==> src/rtl/intrapred_stream_pkg.sv <==
// Shared definitions for the intra-prediction residual stream: mode codes,
// controller states and the SAD accumulator width.
package intrapred_pkg;

  typedef enum logic [1:0] {
    MODE_V  = 2'd0,
    MODE_H  = 2'd1,
    MODE_DC = 2'd2
  } mode_e;

  typedef enum logic [1:0] {
    S_IDLE,
    S_LOAD,
    S_DECIDE,
    S_EMIT
  } state_e;

  // A whole block of worst-case differences fits without wrap.
  function automatic int unsigned sad_width(input int unsigned bitdepth,
                                            input int unsigned blk);
    return bitdepth + 2 * $clog2(blk);
  endfunction

endpackage

==> src/rtl/intrapred_stream_if.sv <==
// Block-start command, original-row input stream and residual-row output stream.
interface intrapred_stream_if
  import intrapred_pkg::*;
#(
  parameter int BLK      = 8,
  parameter int BITDEPTH = 8
);
  localparam int SADW = sad_width(BITDEPTH, BLK);

  logic                             start;
  logic [BLK-1:0][BITDEPTH-1:0]     top;
  logic [BLK-1:0][BITDEPTH-1:0]     left;
  logic                             top_avail;
  logic                             left_avail;

  logic                             in_valid;
  logic                             in_ready;
  logic [BLK-1:0][BITDEPTH-1:0]     in_row;

  logic                             out_valid;
  logic                             out_ready;
  logic [BLK-1:0][BITDEPTH:0]       out_row;
  logic                             out_last;
  logic [1:0]                       out_mode;
  logic [SADW-1:0]                  out_sad;
  logic                             busy;

  modport master (
    output start, top, left, top_avail, left_avail, in_valid, in_row, out_ready,
    input  in_ready, out_valid, out_row, out_last, out_mode, out_sad, busy
  );

  modport slave (
    input  start, top, left, top_avail, left_avail, in_valid, in_row, out_ready,
    output in_ready, out_valid, out_row, out_last, out_mode, out_sad, busy
  );
endinterface

==> src/rtl/intrapred_stream_absdiff_row.sv <==
// Sum of absolute differences between one original row and one prediction row.
module absdiff_row #(
  parameter int BLK      = 8,
  parameter int BITDEPTH = 8
) (
  input  logic [BLK-1:0][BITDEPTH-1:0]       row_i,
  input  logic [BLK-1:0][BITDEPTH-1:0]       pred_i,
  output logic [BITDEPTH+$clog2(BLK)-1:0]    sad_o
);
  localparam int SUMW = BITDEPTH + $clog2(BLK);

  always_comb begin
    sad_o = '0;
    for (int unsigned c = 0; c < BLK; c++) begin
      sad_o = sad_o + SUMW'((row_i[c] >= pred_i[c]) ? (row_i[c] - pred_i[c])
                                                     : (pred_i[c] - row_i[c]));
    end
  end
endmodule

==> src/rtl/intrapred_stream.sv <==
// Intra-prediction mode decision (V/H/DC) over a streamed block, followed by
// streaming of the residual rows for the winning mode.
module intrapred_stream
  import intrapred_pkg::*;
#(
  parameter int BLK      = 8,
  parameter int BITDEPTH = 8
) (
  input  logic             clk,
  input  logic             reset,
  intrapred_stream_if.slave bus
);
  localparam int RW   = $clog2(BLK);
  localparam int SADW = sad_width(BITDEPTH, BLK);
  localparam int RSW  = BITDEPTH + $clog2(BLK);
  localparam int DCW  = BITDEPTH + $clog2(BLK) + 2;

  typedef logic [BLK-1:0][BITDEPTH-1:0] row_t;

  state_e          state_q, state_d;
  row_t            top_q, left_q;
  logic            top_av_q, left_av_q, first_q;
  logic [RW-1:0]   row_q;
  logic [BITDEPTH-1:0] dc_q, dc_c;
  logic [SADW-1:0] sad_q [3];
  logic [SADW-1:0] out_sad_q, best_sad;
  mode_e           mode_q, best_mode;
  row_t            buf_q [BLK];
  row_t            pred_v, pred_h, pred_dc;
  logic [RSW-1:0]  rs_v, rs_h, rs_dc;
  logic            in_ready_c, in_hs, out_hs, last_row;
  logic [DCW-1:0]  sum_t, sum_l;
  logic [BLK-1:0][BITDEPTH:0] res_c;
  logic [BITDEPTH-1:0] p;
  row_t            emit_row;

  assign in_ready_c = (state_q == S_LOAD);
  assign in_hs      = bus.in_valid && in_ready_c;
  assign out_hs     = (state_q == S_EMIT) && bus.out_ready;
  assign last_row   = (row_q == RW'(BLK - 1));

  // DC from the latched edges; stable for the whole block once latched.
  always_comb begin
    sum_t = '0;
    sum_l = '0;
    for (int unsigned c = 0; c < BLK; c++) begin
      sum_t = sum_t + DCW'(top_q[c]);
      sum_l = sum_l + DCW'(left_q[c]);
    end
    if (top_av_q && left_av_q)
      dc_c = BITDEPTH'((sum_t + sum_l + DCW'(BLK)) >> $clog2(2 * BLK));
    else if (top_av_q)
      dc_c = BITDEPTH'((sum_t + DCW'(BLK / 2)) >> $clog2(BLK));
    else if (left_av_q)
      dc_c = BITDEPTH'((sum_l + DCW'(BLK / 2)) >> $clog2(BLK));
    else
      dc_c = BITDEPTH'(1) << (BITDEPTH - 1);
  end

  assign pred_v  = top_q;
  assign pred_h  = {BLK{left_q[row_q]}};
  assign pred_dc = {BLK{dc_c}};

  absdiff_row #(.BLK(BLK), .BITDEPTH(BITDEPTH)) u_sad_v
    (.row_i(bus.in_row), .pred_i(pred_v),  .sad_o(rs_v));
  absdiff_row #(.BLK(BLK), .BITDEPTH(BITDEPTH)) u_sad_h
    (.row_i(bus.in_row), .pred_i(pred_h),  .sad_o(rs_h));
  absdiff_row #(.BLK(BLK), .BITDEPTH(BITDEPTH)) u_sad_dc
    (.row_i(bus.in_row), .pred_i(pred_dc), .sad_o(rs_dc));

  always_ff @(posedge clk or negedge reset) begin
    if (!reset) state_q <= S_IDLE;
    else        state_q <= state_d;
  end

  always_comb begin
    state_d = state_q;
    unique case (state_q)
      S_IDLE:   if (bus.start)          state_d = S_LOAD;
      S_LOAD:   if (in_hs && last_row)  state_d = S_DECIDE;
      S_DECIDE:                         state_d = S_EMIT;
      S_EMIT:   if (out_hs && last_row) state_d = S_IDLE;
    endcase
  end

  // Checked from DC upward with <= so the lower mode index wins ties.
  always_comb begin
    best_mode = MODE_DC;
    best_sad  = sad_q[2];
    if (left_av_q && (sad_q[1] <= best_sad)) begin
      best_mode = MODE_H;
      best_sad  = sad_q[1];
    end
    if (top_av_q && (sad_q[0] <= best_sad)) begin
      best_mode = MODE_V;
      best_sad  = sad_q[0];
    end
  end

  always_ff @(posedge clk or negedge reset) begin
    if (!reset) begin
      top_q     <= '0;
      left_q    <= '0;
      top_av_q  <= 1'b0;
      left_av_q <= 1'b0;
      first_q   <= 1'b0;
      row_q     <= '0;
      dc_q      <= '0;
      sad_q     <= '{default: '0};
      out_sad_q <= '0;
      mode_q    <= MODE_V;
    end else begin
      unique case (state_q)
        S_IDLE: if (bus.start) begin
          top_q     <= bus.top;
          left_q    <= bus.left;
          top_av_q  <= bus.top_avail;
          left_av_q <= bus.left_avail;
          first_q   <= 1'b1;
          row_q     <= '0;
          sad_q     <= '{default: '0};
        end
        S_LOAD: begin
          first_q <= 1'b0;
          if (first_q) dc_q <= dc_c;
          if (in_hs) begin
            row_q    <= row_q + 1'b1;
            sad_q[0] <= sad_q[0] + SADW'(rs_v);
            sad_q[1] <= sad_q[1] + SADW'(rs_h);
            sad_q[2] <= sad_q[2] + SADW'(rs_dc);
          end
        end
        S_DECIDE: begin
          mode_q    <= best_mode;
          out_sad_q <= best_sad;
          row_q     <= '0;
        end
        S_EMIT: if (out_hs) row_q <= row_q + 1'b1;
      endcase
    end
  end

  always_ff @(posedge clk) begin
    if (in_hs) buf_q[row_q] <= bus.in_row;
  end

  assign emit_row = buf_q[row_q];

  always_comb begin
    res_c = '0;
    p     = '0;
    for (int unsigned c = 0; c < BLK; c++) begin
      case (mode_q)
        MODE_V:  p = top_q[c];
        MODE_H:  p = left_q[row_q];
        default: p = dc_q;
      endcase
      res_c[c] = {1'b0, emit_row[c]} - {1'b0, p};
    end
  end

  assign bus.in_ready  = in_ready_c;
  assign bus.out_valid = (state_q == S_EMIT);
  assign bus.out_row   = (state_q == S_EMIT) ? res_c : '0;
  assign bus.out_last  = (state_q == S_EMIT) && last_row;
  assign bus.out_mode  = mode_q;
  assign bus.out_sad   = out_sad_q;
  assign bus.busy      = (state_q != S_IDLE);

endmodule

==> src/flat_wrapper.sv <==
// flat-port wrapper written by rule: the top's interface ports become plain ports
module intrapred_stream_flat import intrapred_pkg::*;
#(
  parameter int BLK      = 8,
  parameter int BITDEPTH = 8
)
  (clk, reset, bus_start, bus_top, bus_left, bus_top_avail, bus_left_avail, bus_in_valid, bus_in_row, bus_out_ready, bus_in_ready, bus_out_valid, bus_out_row, bus_out_last, bus_out_mode, bus_out_sad, bus_busy);
  intrapred_stream_if #(.BLK(BLK), .BITDEPTH(BITDEPTH)) bus_i ();
  input  logic clk;
  input  logic reset;
  input wire logic [$bits(bus_i.start)-1:0] bus_start;
  input wire logic [$bits(bus_i.top)-1:0] bus_top;
  input wire logic [$bits(bus_i.left)-1:0] bus_left;
  input wire logic [$bits(bus_i.top_avail)-1:0] bus_top_avail;
  input wire logic [$bits(bus_i.left_avail)-1:0] bus_left_avail;
  input wire logic [$bits(bus_i.in_valid)-1:0] bus_in_valid;
  input wire logic [$bits(bus_i.in_row)-1:0] bus_in_row;
  input wire logic [$bits(bus_i.out_ready)-1:0] bus_out_ready;
  output wire logic [$bits(bus_i.in_ready)-1:0] bus_in_ready;
  output wire logic [$bits(bus_i.out_valid)-1:0] bus_out_valid;
  output wire logic [$bits(bus_i.out_row)-1:0] bus_out_row;
  output wire logic [$bits(bus_i.out_last)-1:0] bus_out_last;
  output wire logic [$bits(bus_i.out_mode)-1:0] bus_out_mode;
  output wire logic [$bits(bus_i.out_sad)-1:0] bus_out_sad;
  output wire logic [$bits(bus_i.busy)-1:0] bus_busy;
  assign bus_i.start = bus_start;
  assign bus_i.top = bus_top;
  assign bus_i.left = bus_left;
  assign bus_i.top_avail = bus_top_avail;
  assign bus_i.left_avail = bus_left_avail;
  assign bus_i.in_valid = bus_in_valid;
  assign bus_i.in_row = bus_in_row;
  assign bus_i.out_ready = bus_out_ready;
  assign bus_in_ready = bus_i.in_ready;
  assign bus_out_valid = bus_i.out_valid;
  assign bus_out_row = bus_i.out_row;
  assign bus_out_last = bus_i.out_last;
  assign bus_out_mode = bus_i.out_mode;
  assign bus_out_sad = bus_i.out_sad;
  assign bus_busy = bus_i.busy;
  intrapred_stream #(.BLK(BLK), .BITDEPTH(BITDEPTH)) u_core (.clk(clk), .reset(reset), .bus(bus_i));
endmodule
==> config.mk <==
export PLATFORM = sky130hd
export DESIGN_NAME = intrapred_stream_flat
export DESIGN_NICKNAME = d
export VERILOG_FILES = /design/src/rtl/intrapred_stream_pkg.sv /design/src/rtl/intrapred_stream_if.sv /design/src/rtl/intrapred_stream_absdiff_row.sv /design/src/rtl/intrapred_stream.sv /design/src/flat_wrapper.sv
export SDC_FILE = /design/constraint.sdc
export NUM_CORES = 2
export LEC_CHECK = 0
export CORE_MARGIN = 10
export CORE_UTILIZATION = 65
export DETAILED_ROUTE_END_ITERATION = 7
export PLACE_DENSITY = 0.85
export SYNTH_ARGS = -nofsm -noshare
export SYNTH_HDL_FRONTEND = slang
export SYNTH_SLANG_ARGS = --single-unit
==> constraint.sdc <==
create_clock -name clk -period 23.5 [get_ports clk]
set_clock_uncertainty 0.2 [all_clocks]
set_input_delay 2.35 -clock clk [delete_from_list [all_inputs] [get_ports clk]]
set_output_delay 2.35 -clock clk [all_outputs]
set_load 0.01 [all_outputs]
==> metrics.txt <==
status=finished, final reports clean; clock-pin slew on the worst setup and hold paths=60 ps; Arr. time, crit path=15650 ps; final count of negative-setup-slack endpoints=0; CTS sink count=714; R2R depth=58; final-stage net count=6803; Post-DRT Antenna Nets=0; routed len/inst=30.2 um; # fillers=5919; YS warnings=0; Avg Vias per Cell=6.74; FFs w/ async S/R, synth=28.3%; Initial Utilization=65.6%; crit path kind=register to register; Post-CTS Hold Fix Bufs=0; boundary pin count=291; simple-gate area share of the yosys netlist=9.43%; CTS tree=built; r2r startpoint=u_core.pred_v[0]$_DFFE_PN0P_; Syn Nets=6470; worst skew pair latency=660 ps; Avg Cell Area, Syn=10.7 um2; Clock Path Buffers=3; die height=316 um; total gr overflow=0; vias in the first global route=46121; Synth Area in XOR/XNOR=4.13%; Fin Setup TNS=0 ps; die area=100000 um2; final period utilization=65.3%; most frequent cells in the layout=682 x inv_1, 622 x ha_1, 512 x edfxtp_1; Critical Path Source Type=register; worst-path maximum fanout=10; DRC errors left=0; H-tree depth=3; core area=86900 um2; Adder-Cell Fraction of Synth Area=24.2%; Post-CTS Setup Bufs=0; worst min path class=register to register; max-capacitance violation count=0; WL final=209 mm; most frequent CP cell=fa_1; post-synthesis sequential area ratio=35.8%; total track usage=40.9%; share of cells above drive strength 1=8.82%; Crit. End Element=register; max incr delay on CP=580 ps; Iter 0 DRT Violations=6731; synthesized flop and latch total=714; required time worst endpoint=23810 ps; DP HPWL=156 mm; Mapped Cells=5348; register-to-register setup slack=8160 ps; Post-Route Utilization=74.0%; Root Driver=clkbuf_16; Slew HR=11.7%; via count=46532; Post-synth EDFFs=512; slowest cell on the critical path=fa_1; leading cell type in the layout, fill and taps excluded=inv_1; last weighted congestion value of the routability-driven placer=1.07; hold_ws=281 ps; Worst-Margin Slew=1330 ps; Synth Area in Compound Gates=15.6%; Synth Flop Type=edfxtp_1; Hold Path End=u_core.dc_q[1]$_DFFE_PN0P_; fin crit period=15340 ps; area growth from synthesis to layout=12.7%; hold path cells=2; hold_sp=u_core.dc_q[1]$_DFFE_PN0P_; PortBufs=290; fmax=65.2 MHz; post-synth cell types=85; R2R Path End=u_core.sad_q[11]$_DFFE_PN0P_; Placement Rows=108; initial antenna violation count=12; Slew Limit Fails=0; RSZ-0062 raised after global routing=false; Final Hold Viols=0; first-pass GRT wire length=299 mm; TritonCTS Buffers=74; largest family of logic cells by synthesized area=adder cells; Detailed Routing Iterations Pass 1=7; post-synthesis mux area share=5.33%; Die Width=316 um; post-cts repair resize count=0; largest net degree at the start of global routing=95; Mapped Area=57000 um2
[how the worst max path moves through the flow]
| stage | from | end | slack [ps] | cells past startpoint |
|---|---|---|---|---|
| 3_3_place_gp | u_core.pred_v[0]$_DFFE_PN0P_ | u_core.sad_q[11]$_DFFE_PN0P_ | 8790 | 57 |
| 2_1_floorplan | u_core.left_q[0]$_DFFE_PN0P_ | u_core.sad_q[13]$_DFFE_PN0P_ | 9850 | 58 |
| 5_1_grt | u_core.left_q[0]$_DFFE_PN0P_ | u_core.sad_q[11]$_DFFE_PN0P_ | 7280 | 60 |
| 4_1_cts | u_core.left_q[0]$_DFFE_PN0P_ | u_core.sad_q[11]$_DFFE_PN0P_ | 8400 | 60 |
| 6_report | u_core.pred_v[0]$_DFFE_PN0P_ | u_core.sad_q[11]$_DFFE_PN0P_ | 8160 | 58 |
| 3_5_place_dp | u_core.left_q[0]$_DFFE_PN0P_ | u_core.sad_q[11]$_DFFE_PN0P_ | 8440 | 60 |
[registers in the layout, indices dropped and copies added (netlist names)]
signal / flops
u_core.bus.out_sad: 14
u_core.row_q: 3
u_core.left_q: 64
u_core.buf_q: 512
u_core.pred_v: 64
u_core.state_q: 2
u_core.top_av_q: 1
u_core.bus.out_mode: 2
u_core.first_q: 1
u_core.left_av_q: 1
u_core.sad_q: 42
u_core.dc_q: 8
[worst max-delay path, delay by kind of cell (launching register included)]
| kind | cells | cell delay (ps) |
|---|---|---|
| flops | 1 | 430 |
| mux | 1 | 310 |
| fa+ha+maj | 16 | 6760 |
| compound gates | 18 | 4090 |
| simple gates | 11 | 1490 |
| buf+inv | 7 | 880 |
| xor+xnor | 5 | 1010 |
[stage by stage]
stage	area [um2]	instances	setup slack, ps
finish	64300	6901	8160
global route	64300	6897	7280
CTS	64300	6892	8400
detailed placement	61800	6760	8440
global placement	61800	6760	8790
floorplan	57000	5348	9850
[layer usage]
layer	vias to the layer above	track usage, %	wire, um
li1	19874	-	-
met2	3251	61.0	89700
met5	-	0	72
met3	668	14.0	30000
met4	10	20.6	12000
met1	22729	52.9	76800
[synth_stat cells (32+ instances only)]
master      n  share of area, %
mux2_2    163               3.2
ha_1      623                14
a21o_1     95               1.3
nand2b_1   55              0.60
fa_1      300                11
clkbuf_1  109              0.72
nand4_1    92               1.0
and3_1     39              0.43
nor2b_1   100               1.1
nand2_1   224               1.5
nand3_1    68              0.60
o21ai_0   228               2.0
nor3b_1    32              0.42
o21bai_1   42              0.55
a22oi_1   290               3.8
nor2_1    148              0.97
xor2_1    110               1.7
xnor2_1   159               2.4
nor3_1     53              0.47
a21oi_1   298               2.6
or2_2      62              0.68
o21a_1     45              0.59
dfrtp_1   202               8.9
edfxtp_1  512                27
inv_1     682               4.5
and2_1     55              0.60
mux2i_1   119               2.1
[final cells by class]
type	instances	area [um2]	area share [%]
repair buffers	406	3780	5.88
clock inverters	38	434	0.675
flip-flops and latches	714	20400	31.8
clock buffers	94	2020	3.14
inverters	683	2560	3.99
well taps	1155	1450	2.25
multi-input cells	3802	33600	52.3
diodes	9	22.5	0.0350
[cell families (layout without fill, tap and decap cells)]
kind of cell / after synthesis / after routing
AO/OA/AOI/OAI: 1319 / 1319
other: 0 / 9
multiplexers: 283 / 283
AND/OR/NAND/NOR: 1008 / 1008
buffers and inverters: 832 / 1221
adder cells (fa/ha/maj): 923 / 923
flip-flops: 714 / 714
XOR/XNOR: 269 / 269
Power is left out: the tool's default activity adds up to more than one toggle a clock period on the data nets, which glitch-free logic cannot reach.
